===== src/rtl/lsu_if.sv =====
// Request/response handshake and data memory port of the load/store unit.
// master drives requests and models dmem; slave is the lsu itself.
interface lsu_if #(
  parameter int XLEN = 32
);
  logic            req_valid;
  logic            req_ready;
  logic            req_store;
  logic [2:0]      req_funct3;
  logic [XLEN-1:0] req_addr;
  logic [XLEN-1:0] req_wdata;
  logic            resp_valid;
  logic            resp_ready;
  logic [XLEN-1:0] resp_rdata;
  logic            resp_err;
  logic [XLEN-1:0] mem_addr;
  logic [XLEN-1:0] mem_wdata;
  logic [XLEN-1:0] mem_wmask;
  logic            mem_we;
  logic [XLEN-1:0] mem_rdata;

  modport master (
    output req_valid, req_store, req_funct3,
    output req_addr, req_wdata, resp_ready,
    output mem_rdata,
    input  req_ready, resp_valid, resp_rdata,
    input  resp_err, mem_addr, mem_wdata,
    input  mem_wmask, mem_we
  );

  modport slave (
    input  req_valid, req_store, req_funct3,
    input  req_addr, req_wdata, resp_ready,
    input  mem_rdata,
    output req_ready, resp_valid, resp_rdata,
    output resp_err, mem_addr, mem_wdata,
    output mem_wmask, mem_we
  );
endinterface


===== src/rtl/lsu.sv =====
// Load/store unit: one access per request, split into two beats
// when it crosses a word boundary; extends load data on response.
module lsu #(
  parameter int XLEN = 32
) (
  input  logic clk,
  input  logic rst_n,
  lsu_if.slave bus
);
  typedef enum logic [1:0] {
    IDLE, BEAT0, BEAT1, RESP
  } state_t;

  state_t          state_q, state_d;
  logic            store_q, store_d;
  logic [2:0]      f3_q, f3_d;
  logic [XLEN-1:0] addr_q, addr_d;
  logic [XLEN-1:0] wdata_q, wdata_d;
  logic [XLEN-1:0] data_q, data_d;
  logic            err_q, err_d;

  logic [2:0]      n, n1;
  logic [1:0]      off;
  logic            split;
  logic [XLEN-1:0] sm, n1m;
  logic [4:0]      offs, sh1;
  logic            ill;

  always_comb begin
    n   = 3'd4;
    sm  = {XLEN{1'b1}};
    off = addr_q[1:0];
    unique case (f3_q[1:0])
      2'b00: begin n = 3'd1; sm = 32'h0000_00ff; end
      2'b01: begin n = 3'd2; sm = 32'h0000_ffff; end
      default: ;
    endcase
    split = ({1'b0, off} + n) > 3'd4;
    n1    = split ? 3'd4 - {1'b0, off} : n;
    unique case (n1)
      3'd1:    n1m = 32'h0000_00ff;
      3'd2:    n1m = 32'h0000_ffff;
      3'd3:    n1m = 32'h00ff_ffff;
      default: n1m = {XLEN{1'b1}};
    endcase
    offs = {off, 3'b000};
    sh1  = {n1[1:0], 3'b000};
    ill  = (bus.req_funct3[1:0] == 2'b11)
        || (bus.req_funct3[2] && bus.req_funct3[1])
        || (bus.req_store && bus.req_funct3[2]);
  end

  always_comb begin
    state_d        = state_q;
    store_d        = store_q;
    f3_d           = f3_q;
    addr_d         = addr_q;
    wdata_d        = wdata_q;
    data_d         = data_q;
    err_d          = err_q;
    bus.req_ready  = (state_q == IDLE);
    bus.resp_valid = 1'b0;
    bus.resp_rdata = '0;
    bus.resp_err   = 1'b0;
    bus.mem_addr   = '0;
    bus.mem_wdata  = '0;
    bus.mem_wmask  = '0;
    bus.mem_we     = 1'b0;
    unique case (state_q)
      IDLE: begin
        if (bus.req_valid) begin
          store_d = bus.req_store;
          f3_d    = bus.req_funct3;
          addr_d  = bus.req_addr;
          wdata_d = bus.req_wdata;
          data_d  = '0;
          err_d   = ill;
          state_d = ill ? RESP : BEAT0;
        end
      end
      BEAT0: begin
        bus.mem_addr  = addr_q;
        bus.mem_wdata = wdata_q;
        bus.mem_wmask = sm & n1m;
        bus.mem_we    = store_q;
        if (!store_q)
          data_d = (bus.mem_rdata >> offs) & n1m;
        state_d = split ? BEAT1 : RESP;
      end
      BEAT1: begin
        bus.mem_addr  = {addr_q[XLEN-1:2], 2'b00} + XLEN'(4);
        bus.mem_wdata = wdata_q >> sh1;
        bus.mem_wmask = sm >> sh1;
        bus.mem_we    = store_q;
        if (!store_q)
          data_d = (data_q | (bus.mem_rdata << sh1)) & sm;
        state_d = RESP;
      end
      RESP: begin
        bus.resp_valid = 1'b1;
        bus.resp_err   = err_q;
        // data_q is already masked to n bytes, so BU/HU/W pass as-is
        if (!err_q && !store_q) begin
          unique case (f3_q)
            3'b000:  bus.resp_rdata = {{24{data_q[7]}}, data_q[7:0]};
            3'b001:  bus.resp_rdata = {{16{data_q[15]}}, data_q[15:0]};
            default: bus.resp_rdata = data_q;
          endcase
        end
        if (bus.resp_ready)
          state_d = IDLE;
      end
      default: state_d = IDLE;
    endcase
  end

  always_ff @(posedge clk or negedge rst_n) begin
    if (!rst_n) begin
      state_q <= IDLE;
      store_q <= 1'b0;
      f3_q    <= '0;
      addr_q  <= '0;
      wdata_q <= '0;
      data_q  <= '0;
      err_q   <= 1'b0;
    end else begin
      state_q <= state_d;
      store_q <= store_d;
      f3_q    <= f3_d;
      addr_q  <= addr_d;
      wdata_q <= wdata_d;
      data_q  <= data_d;
      err_q   <= err_d;
    end
  end
endmodule


===== src/flat_wrapper.sv =====
// flat-port wrapper written by rule: the top's interface ports become plain ports
module lsu_flat 
#(
  parameter int XLEN = 32
)
  (clk, rst_n, bus_req_valid, bus_req_store, bus_req_funct3, bus_req_addr, bus_req_wdata, bus_resp_ready, bus_mem_rdata, bus_req_ready, bus_resp_valid, bus_resp_rdata, bus_resp_err, bus_mem_addr, bus_mem_wdata, bus_mem_wmask, bus_mem_we);
  lsu_if #(.XLEN(XLEN)) bus_i ();
  input  logic clk;
  input  logic rst_n;
  input wire logic [$bits(bus_i.req_valid)-1:0] bus_req_valid;
  input wire logic [$bits(bus_i.req_store)-1:0] bus_req_store;
  input wire logic [$bits(bus_i.req_funct3)-1:0] bus_req_funct3;
  input wire logic [$bits(bus_i.req_addr)-1:0] bus_req_addr;
  input wire logic [$bits(bus_i.req_wdata)-1:0] bus_req_wdata;
  input wire logic [$bits(bus_i.resp_ready)-1:0] bus_resp_ready;
  input wire logic [$bits(bus_i.mem_rdata)-1:0] bus_mem_rdata;
  output wire logic [$bits(bus_i.req_ready)-1:0] bus_req_ready;
  output wire logic [$bits(bus_i.resp_valid)-1:0] bus_resp_valid;
  output wire logic [$bits(bus_i.resp_rdata)-1:0] bus_resp_rdata;
  output wire logic [$bits(bus_i.resp_err)-1:0] bus_resp_err;
  output wire logic [$bits(bus_i.mem_addr)-1:0] bus_mem_addr;
  output wire logic [$bits(bus_i.mem_wdata)-1:0] bus_mem_wdata;
  output wire logic [$bits(bus_i.mem_wmask)-1:0] bus_mem_wmask;
  output wire logic [$bits(bus_i.mem_we)-1:0] bus_mem_we;
  assign bus_i.req_valid = bus_req_valid;
  assign bus_i.req_store = bus_req_store;
  assign bus_i.req_funct3 = bus_req_funct3;
  assign bus_i.req_addr = bus_req_addr;
  assign bus_i.req_wdata = bus_req_wdata;
  assign bus_i.resp_ready = bus_resp_ready;
  assign bus_i.mem_rdata = bus_mem_rdata;
  assign bus_req_ready = bus_i.req_ready;
  assign bus_resp_valid = bus_i.resp_valid;
  assign bus_resp_rdata = bus_i.resp_rdata;
  assign bus_resp_err = bus_i.resp_err;
  assign bus_mem_addr = bus_i.mem_addr;
  assign bus_mem_wdata = bus_i.mem_wdata;
  assign bus_mem_wmask = bus_i.mem_wmask;
  assign bus_mem_we = bus_i.mem_we;
  lsu #(.XLEN(XLEN)) u_core (.clk(clk), .rst_n(rst_n), .bus(bus_i));
endmodule

===== config.mk =====
export PLATFORM = sky130hd
export DESIGN_NAME = lsu_flat
export DESIGN_NICKNAME = d
export VERILOG_FILES = /design/src/rtl/lsu_if.sv /design/src/rtl/lsu.sv /design/src/flat_wrapper.sv
export SDC_FILE = /design/constraint.sdc
export NUM_CORES = 1
export LEC_CHECK = 0
export CORE_UTILIZATION = 52
export DETAILED_ROUTE_END_ITERATION = 10
export PLACE_DENSITY = 0.92
export SYNTH_ARGS = -nofsm -noshare
export SYNTH_HDL_FRONTEND = slang
export SYNTH_SLANG_ARGS = --single-unit

===== constraint.sdc =====
create_clock -name clk -period 10.7 [get_ports clk]
set_input_delay 3.21 -clock clk [delete_from_list [all_inputs] [get_ports clk]]
set_output_delay 3.21 -clock clk [all_outputs]
set_load 0.05 [all_outputs]

; Word-level counts from Yosys, hierarchy flattened
; Cells that the tools add are included.
[totals]
register_bits = 103
latchBits = 0
ram_bits = 0
mem_bits_ro = 0
input_bits = 104
out_inout_bits = 132
memories = 0
[op_classes]
n_addsub = 3
n_mul = 0
n_div = 0
magnitude_cmp = 1
eq_ne = 13
shifts = 4
muxes = 22
bitwise_logic = 4
reduce_logical = 15
[ops]
columns = cell, count
row1 = 32-bit one-hot mux with 2 select lines, 5
row2 = 32-bit one-hot mux with 3 select lines, 2
row3 = 32-bit two-way mux, 5
row4 = 32-bit bitwise AND, 3
row5 = 32-bit by 5-bit >> shifter with 32-bit output, 3
row6 = 32-bit by 3-bit adder with 32-bit output (second input constant), 1
row7 = 32-bit OR, 1
row8 = 32-bit by 5-bit left shift with 32-bit output, 1
row9 = 2-bit != test (second input constant), 4
row10 = 2-bit one-hot mux with 4 select lines, 1
row11 = 2-bit equality test (second input constant), 3
row12 = 3-bit by 1-bit equality test with 1-bit output (second input constant), 2
row13 = 3-bit by 2-bit equality test with 1-bit output (second input constant), 2
row14 = 2-bit two-way mux, 3
row15 = 3-bit one-hot mux with 2 select lines, 1
row16 = 2-bit by 1-bit equality test with 1-bit output (second input constant), 2
row17 = 2-bit logical NOT, 2
row18 = 1-bit two-way mux, 4
row19 = 2-bit AND reduction, 2
row20 = 4-bit AND reduction, 1
row21 = 2-bit by 3-bit adder with 3-bit output, 1
row22 = 3-bit greater-than comparator (second input constant), 1
row23 = 1-bit logical AND, 3
row24 = 3-bit logical NOT, 1
row25 = 6 further kinds, 8

; Depth between registers and ports, before layout
; Gate-level depths: netlist (run 1).
[logic_depth]
depth_word = 10
depth_mapped = 15
ltp_nobuf = 10

; Least setup slack after synthesis (run 1)
; No wires, ideal clock.
[synth_path]
path_type = reg2out
start = register u_core.addr_q[1]
end = output port bus_mem_wmask[17]
t_arrival_ns = 3.975
t_required_ns = 7.490
path_slack_ns = 3.515
stages_incl_launch_ff = 14
cell_sequence = dfrtp_1 buf_2 buf_1 inv_1 xnor2_1 ha_1 o21ai_0 nor2_1 or2_0 buf_4 mux2i_1 o311ai_0 a21oi_1 buf_4
[synth_between]
elab_chain_len = 7
[synth_lines]
columns = item, line_no
row1 = start: declaration, lsu.sv:17  ; logic [XLEN-1:0] addr_q, addr_d;
row2 = start signal: assignment, lsu.sv:130  ; addr_q <= addr_d;
row3 = 2-bit by 3-bit adder with 3-bit output, lsu.sv:38  ; split = ({1'b0, off} + n) > 3'd4;
row4 = 3-bit greater-than comparator, lsu.sv:38
row5 = 3-bit two-way mux *, lsu.sv:39  ; n1 = split ? 3'd4 - {1'b0, off} : n;
row6 = 3-bit by 2-bit equality test with 1-bit output or 3-bit by 1-bit equality test with 1-bit output (tied branches), lsu.sv:40  ; unique case (n1)
row7 = 32-bit one-hot mux with 3 select lines, lsu.sv:40
row8 = 32-bit bitwise AND, lsu.sv:84  ; bus.mem_wmask = sm & n1m;
row9 = 32-bit one-hot mux with 2 select lines *, lsu.sv:69  ; unique case (state_q)
row10 = end: declaration, flat_wrapper.sv:23  ; output wire logic [$bits(bus_i.mem_wmask)-1:0] bus_mem_wmask;
; Mark *: on every way between the ends. The rest lies on a longest branch, timed or not.

; Worst setup path in the final report (run 1)
[layout_path]
start = register u_core.addr_q[1]
end = output port bus_mem_wmask[20]
; The elaborated chain is that of the path after synthesis.

==> flow_metrics.env, run 1 <==
export IMPL_grt_max_degree=74
export IMPL_syn_to_final_growth_pct=31.8
export IMPL_synth_cell_types=61
export IMPL_slew_headroom=0.158
export IMPL_grt_overflow_total=0
export IMPL_path_clk_slew_ns=0.07
export IMPL_die_h_um=122
export IMPL_whs_ns=0.500
export IMPL_cts_buffers=9
export IMPL_dieArea_um2=15000
export IMPL_critPathArrivalTime_ns=5.67
export IMPL_place_port_buffers=235
export IMPL_rsz0062_at_grt="false"
export IMPL_hold_class="flip-flop to flip-flop"
export IMPL_placed_cell_area_um2=9660
export IMPL_status="finished, final reports clean"
export IMPL_setup_viol_count_final=0
export IMPL_reg2reg_from="u_core.addr_q[1]"
export IMPL_drt_initial_drc_count=779
export IMPL_ys_ff_latch=103
export IMPL_ios=236
export IMPL_nets=1087
export IMPL_synth_flop_cell="dfrtp_1"
export IMPL_finalCritPeriodShare=0.830
export IMPL_final_area_um2=9930
export IMPL_cap_violations=0
export IMPL_clk_latency_ns=0.36
export IMPL_finClkSkew_ns=0.00562
export IMPL_drt_wl_total_um=24000
export IMPL_cts_max_path_buffers=2
export IMPL_drive_gt1_frac=0.126
export IMPL_via_per_inst=6.38
export IMPL_place_gp_congestion=0.974
export IMPL_numClockSinks=103
export IMPL_initial_core_util=0.538
export IMPL_antenna_found_initial=0
export IMPL_start_kind="flip-flop"
export IMPL_ant_nets=0
export IMPL_diodes=0
export IMPL_synth_area_um2=7530
export IMPL_synth_warnings=0
export IMPL_syn_area_per_cell_um2=9.31
export IMPL_crit_fanout=28
export IMPL_hpwl_um=17000
export IMPL_htreeDepth=3
export IMPL_num_rows=43
export IMPL_syn_inst=809
export IMPL_wl_per_cell_um=20.7
export IMPL_endpoint_kind="primary output"
export IMPL_crit_type="flip-flop to primary output"
export IMPL_fin_tns_setup_ns=0
export IMPL_critPathLaunch="u_core.addr_q[1]"
export IMPL_grt_pass1_wl_um=37200
export IMPL_cts_setup_buffers=0
export IMPL_postCtsHoldBufs=0
export IMPL_slew_violations=0
export IMPL_cp_endpoint="bus_mem_wmask[20]"
export IMPL_synth_edf_count=0
export IMPL_grt_pass1_vias=7021
export IMPL_min_period_ns=8.88
export IMPL_r2r_slack_ns=6.40
export IMPL_cts_resized=0
export IMPL_cts_root_buffer="clkbuf_16"
export IMPL_die_w_um=122
export IMPL_dr_pass1_iters=5
export IMPL_fmax_mhz=113
export IMPL_track_usage=0.324
export IMPL_syn_nets=921
export IMPL_design_core_area_um2=14000
export IMPL_via_count=7397
export IMPL_r2r_end="u_core.data_q[16]"
export IMPL_required_ns=7.49
export IMPL_tritoncts="done"
export IMPL_synthArstFlopShare=1.00
export IMPL_final_fill_count=1028
export IMPL_rr_worst_depth=9
export IMPL_ys_seq_area_frac=0.342
export IMPL_hold_viol=0
export IMPL_drc=0
export IMPL_tightest_slew_ns=1.26
-- cells in the final DEF, fill, tap and decap left out, types with 11 or more instances in the layout --
cell,n
dfrtp_1,103
nand4_1,11
mux2_2,76
o21a_1,20
o221ai_1,16
inv_1,15
and2_1,22
nor2_1,32
nand2_1,53
a22oi_1,34
o21ai_0,66
a21oi_1,56
clkdlybuf4s50_1,234
nor2b_1,21
mux2i_1,47
nand3_1,33
and3_1,12
-- synth_stat cells, types with 9 or more instances --
cell | count | area [µm²]
o221ai_1 | 16 | 140
nand2_1 | 53 | 199
a22oi_1 | 34 | 255
and3_1 | 12 | 75.1
dfrtp_1 | 103 | 2580
o21a_1 | 20 | 150
o21ai_0 | 66 | 330
buf_4 | 36 | 270
nor2_1 | 33 | 124
mux2_2 | 76 | 856
mux2i_1 | 47 | 470
and2_1 | 23 | 144
clkbuf_1 | 34 | 128
nand4_1 | 11 | 68.8
inv_1 | 15 | 56.3
a211oi_1 | 9 | 67.6
a21oi_1 | 56 | 280
nor2b_1 | 21 | 131
nand3_1 | 33 | 165
-- registers in the layout, indices dropped and copies added (netlist names) --
signal          cells
u_core.wdata_q     32
u_core.addr_q      32
u_core.f3_q         3
u_core.err_q        1
u_core.state_q      2
u_core.store_q      1
u_core.data_q      32
-- kinds of logic after synthesis --
group | after synthesis | synth area share
xor gates and xnor gates | 11 | 0.0128
AOI/OAI and AO/OA | 242 | 0.210
DFF | 103 | 0.342
buffers and inverters | 102 | 0.0744
and+or+nand+nor | 212 | 0.148
muxes | 131 | 0.200
adders and majority gates | 8 | 0.0133
-- area by class of cell --
class / count / area, µm² / share of cell area
Multi-Input combinational cell: 604 / 4400 / 0.443
Sequential cell: 103 / 2580 / 0.260
Timing Repair Buffer: 242 / 2400 / 0.242
Clock buffer: 10 / 229 / 0.0231
Tap cell: 180 / 225 / 0.0227
Inverter: 15 / 56.3 / 0.00567
Clock inverter: 5 / 35.0 / 0.00353
-- worst min path at each step --
stage                 startpoint                 to  cells after the start
2_1_floorplan  u_core.data_q[10]  u_core.data_q[10]                      2
3_3_place_gp   u_core.data_q[12]  u_core.data_q[12]                      2
3_5_place_dp    u_core.data_q[9]   u_core.data_q[9]                      2
4_1_cts         u_core.data_q[9]   u_core.data_q[9]                      2
5_1_grt        u_core.data_q[14]  u_core.data_q[14]                      2
6_report        u_core.data_q[9]   u_core.data_q[9]                      2
-- critical path, stage by stage (launching register included) --
cell             delay [ns]
dfrtp_1                1.02
inv_1                  0.27
xnor2_1                0.26
ha_1                   0.28
o21ai_0                0.16
nor2_1                 0.31
or2_1                  0.88
mux2i_1                0.44
o311ai_0               0.20
a21oi_1                0.55
clkdlybuf4s50_1        0.93
-- metal layers --
layer  wire, µm  global-route usage
met2      11400               0.517
met4        629               0.122
met3       2560              0.0878
met1       9450               0.420
met5          0                   0
-- stage by stage --
stage | util | instances | setup WS [ns]
after floorplan | - | 809 | 3.52
after global placement | 0.691 | 1144 | 2.54
after detailed placement | 0.691 | 1144 | 2.33
after CTS | 0.710 | 1159 | 1.92
after global routing | 0.710 | 1159 | 1.48
final | 0.710 | 1159 | 1.82
Power of run 1 is left out: the tool's default activity adds up to more than one toggle a clock period on the data nets, which glitch-free logic cannot reach.
==> inputs of run 2 (changes only) <==
--- a/config.mk
+++ b/config.mk
@@ -5,9 +5,9 @@
 export SDC_FILE = /design/constraint.sdc
 export NUM_CORES = 1
 export LEC_CHECK = 0
-export CORE_UTILIZATION = 52
+export CORE_UTILIZATION = 43
 export DETAILED_ROUTE_END_ITERATION = 10
-export PLACE_DENSITY = 0.92
+export PLACE_DENSITY = 0.82
 export SYNTH_ARGS = -nofsm -noshare
 export SYNTH_HDL_FRONTEND = slang
 export SYNTH_SLANG_ARGS = --single-unit
==> constraint.sdc (replaced) <==
create_clock -name clk -period 7.9 [get_ports clk]
set_input_delay 2.37 -clock clk [delete_from_list [all_inputs] [get_ports clk]]
set_output_delay 2.37 -clock clk [all_outputs]
set_load 0.05 [all_outputs]
==> run 2 against run 1 <==
Compared with the run above: flip-flop and latch count is the same; register-to-register slack lost 2.0 ns; utilization shrank 13 points; non-clock buffer count grew 5; die area grew 21%; first-iteration DRC count shrank 29%; global-route usage shrank 6.2 points; critical path type unchanged; largest cell class unchanged.
==> flow_metrics.env, run 2 (synthesis results as in run 1) <==
export IMPL_drive_gt1_frac=0.131
export IMPL_regArea_um2=2580
export IMPL_fin_tns_setup_ns=0
export IMPL_die_w_um=134
export IMPL_holdPathStages=2
export IMPL_r2r_slack_ns=4.36
export IMPL_rr_worst_depth=10
export IMPL_cap_violations=0
export IMPL_drc=0
export IMPL_start_kind="flip-flop"
export IMPL_fmax_mhz=145
export IMPL_layout_common_cells="clkdlybuf4s50_1 (234), dfrtp_1 (103), mux2_2 (76)"
export IMPL_dr_pass1_iters=5
export IMPL_rsz0062_at_grt="false"
export IMPL_grt_overflow_total=0
export IMPL_htreeDepth=3
export IMPL_cts_root_buffer="clkbuf_16"
export IMPL_via_per_inst=5.92
export IMPL_dieArea_um2=18000
export IMPL_multi_input_area_um2=4400
export IMPL_nets=1092
export IMPL_r2r_end="u_core.data_q[24]"
export IMPL_grt_max_degree=70
export IMPL_hold_class="flip-flop to flip-flop"
export IMPL_critPathArrivalTime_ns=4.53
export IMPL_hold_viol=0
export IMPL_syn_to_final_growth_pct=33.2
export IMPL_reg2reg_from="u_core.f3_q[1]"
export IMPL_ios=236
export IMPL_slew_violations=0
export IMPL_ant_nets=0
export IMPL_holdPathEnd="u_core.data_q[19]"
export IMPL_crit_type="flip-flop to primary output"
export IMPL_grt_pass1_wl_um=37000
export IMPL_drt_initial_drc_count=553
export IMPL_setup_viol_count_final=0
export IMPL_via_count=7162
export IMPL_grt_pass1_vias=6855
export IMPL_clk_latency_ns=0.36
export IMPL_cts_buffers=9
export IMPL_min_from="u_core.data_q[19]"
export IMPL_final_common_cell="clkdlybuf4s50_1"
export IMPL_hpwl_um=16900
export IMPL_numClockSinks=103
export IMPL_required_ns=5.53
export IMPL_num_rows=48
export IMPL_initial_core_util=0.438
export IMPL_die_h_um=134
export IMPL_place_gp_congestion=0.935
export IMPL_antenna_found_initial=0
export IMPL_endpoint_kind="primary output"
export IMPL_postCtsHoldBufs=0
export IMPL_drt_wl_total_um=23800
export IMPL_status="finished, final reports clean"
export IMPL_cts_resized=0
export IMPL_dp_cells=1194
export IMPL_track_usage=0.262
export IMPL_cts_setup_buffers=0
export IMPL_slew_headroom=0.148
export IMPL_wl_per_cell_um=19.6
export IMPL_tritoncts="done"
export IMPL_stdcell_count=1210
export IMPL_critPathLaunch="u_core.f3_q[1]"
export IMPL_place_port_buffers=235
export IMPL_crit_fanout=15
export IMPL_finalCritPeriodShare=0.873
export IMPL_min_period_ns=6.90
export IMPL_final_fill_count=1522
export IMPL_design_core_area_um2=17200
export IMPL_path_clk_slew_ns=0.07
export IMPL_tightest_slew_ns=1.28
export IMPL_diodes=0
export IMPL_finClkSkew_ns=0.0101
export IMPL_cts_max_path_buffers=2
export IMPL_reg_top3="u_core.addr_q: 32 flops, u_core.data_q: 32 flops, u_core.wdata_q: 32 flops"
## run 2: cell types whose count changed in the layout (fill, tap and decap cells not counted)
cell   change
buf_4      +5
inv_6      +1
## run 2: worst max path at each step
stage	end	slack, ns	cells after the start
after floorplan	bus_mem_wmask[17]	1.56	13
after global placement	bus_mem_wmask[23]	1.60	11
after detailed placement	bus_mem_wmask[21]	1.41	11
after CTS	bus_mem_wmask[21]	1.02	11
after global routing	bus_mem_wmask[16]	0.73	11
final	bus_mem_wmask[22]	1.00	11
## run 2: per-stage QoR
stage / hold WS, ns / setup WS (ns) / util / cell area (µm²)
finish: 0.495 / 1.00 / 0.584 / 10000
global route: 0.519 / 0.730 / 0.584 / 10000
CTS: 0.494 / 1.02 / 0.584 / 10000
detailed placement: 0.474 / 1.41 / 0.568 / 9760
global placement: 0.475 / 1.60 / 0.568 / 9760
floorplan: 0.449 / 1.56 / - / 7530
## run 2: layout make-up
class / instances / share of cell area
Clock buffer: 10 / 0.0228
Clock inverter: 6 / 0.00437
Inverter: 15 / 0.00561
Multi-Input combinational cell: 604 / 0.439
Sequential cell: 103 / 0.257
Tap cell: 225 / 0.0281
Timing Repair Buffer: 247 / 0.243
## run 2: worst max-delay path: stages (launching register included)
cell	delay [ns]
dfrtp_1	0.53
or2_4	0.39
inv_1	0.08
ha_1	0.15
ha_1	0.25
o21ai_0	0.15
nor2_1	0.27
or2_1	0.25
mux2i_1	0.34
o311ai_0	0.19
a21oi_1	0.63
clkdlybuf4s50_1	0.94
## run 2: routing by layer
layer,part of all wire,track usage,vias up
met1,0.42,0.352,3422
li1,-,-,3311
met5,0,0,-
met4,0.019,0.0843,0
met3,0.10,0.0601,39
met2,0.46,0.415,390
Power of run 2 is left out for the same reason.
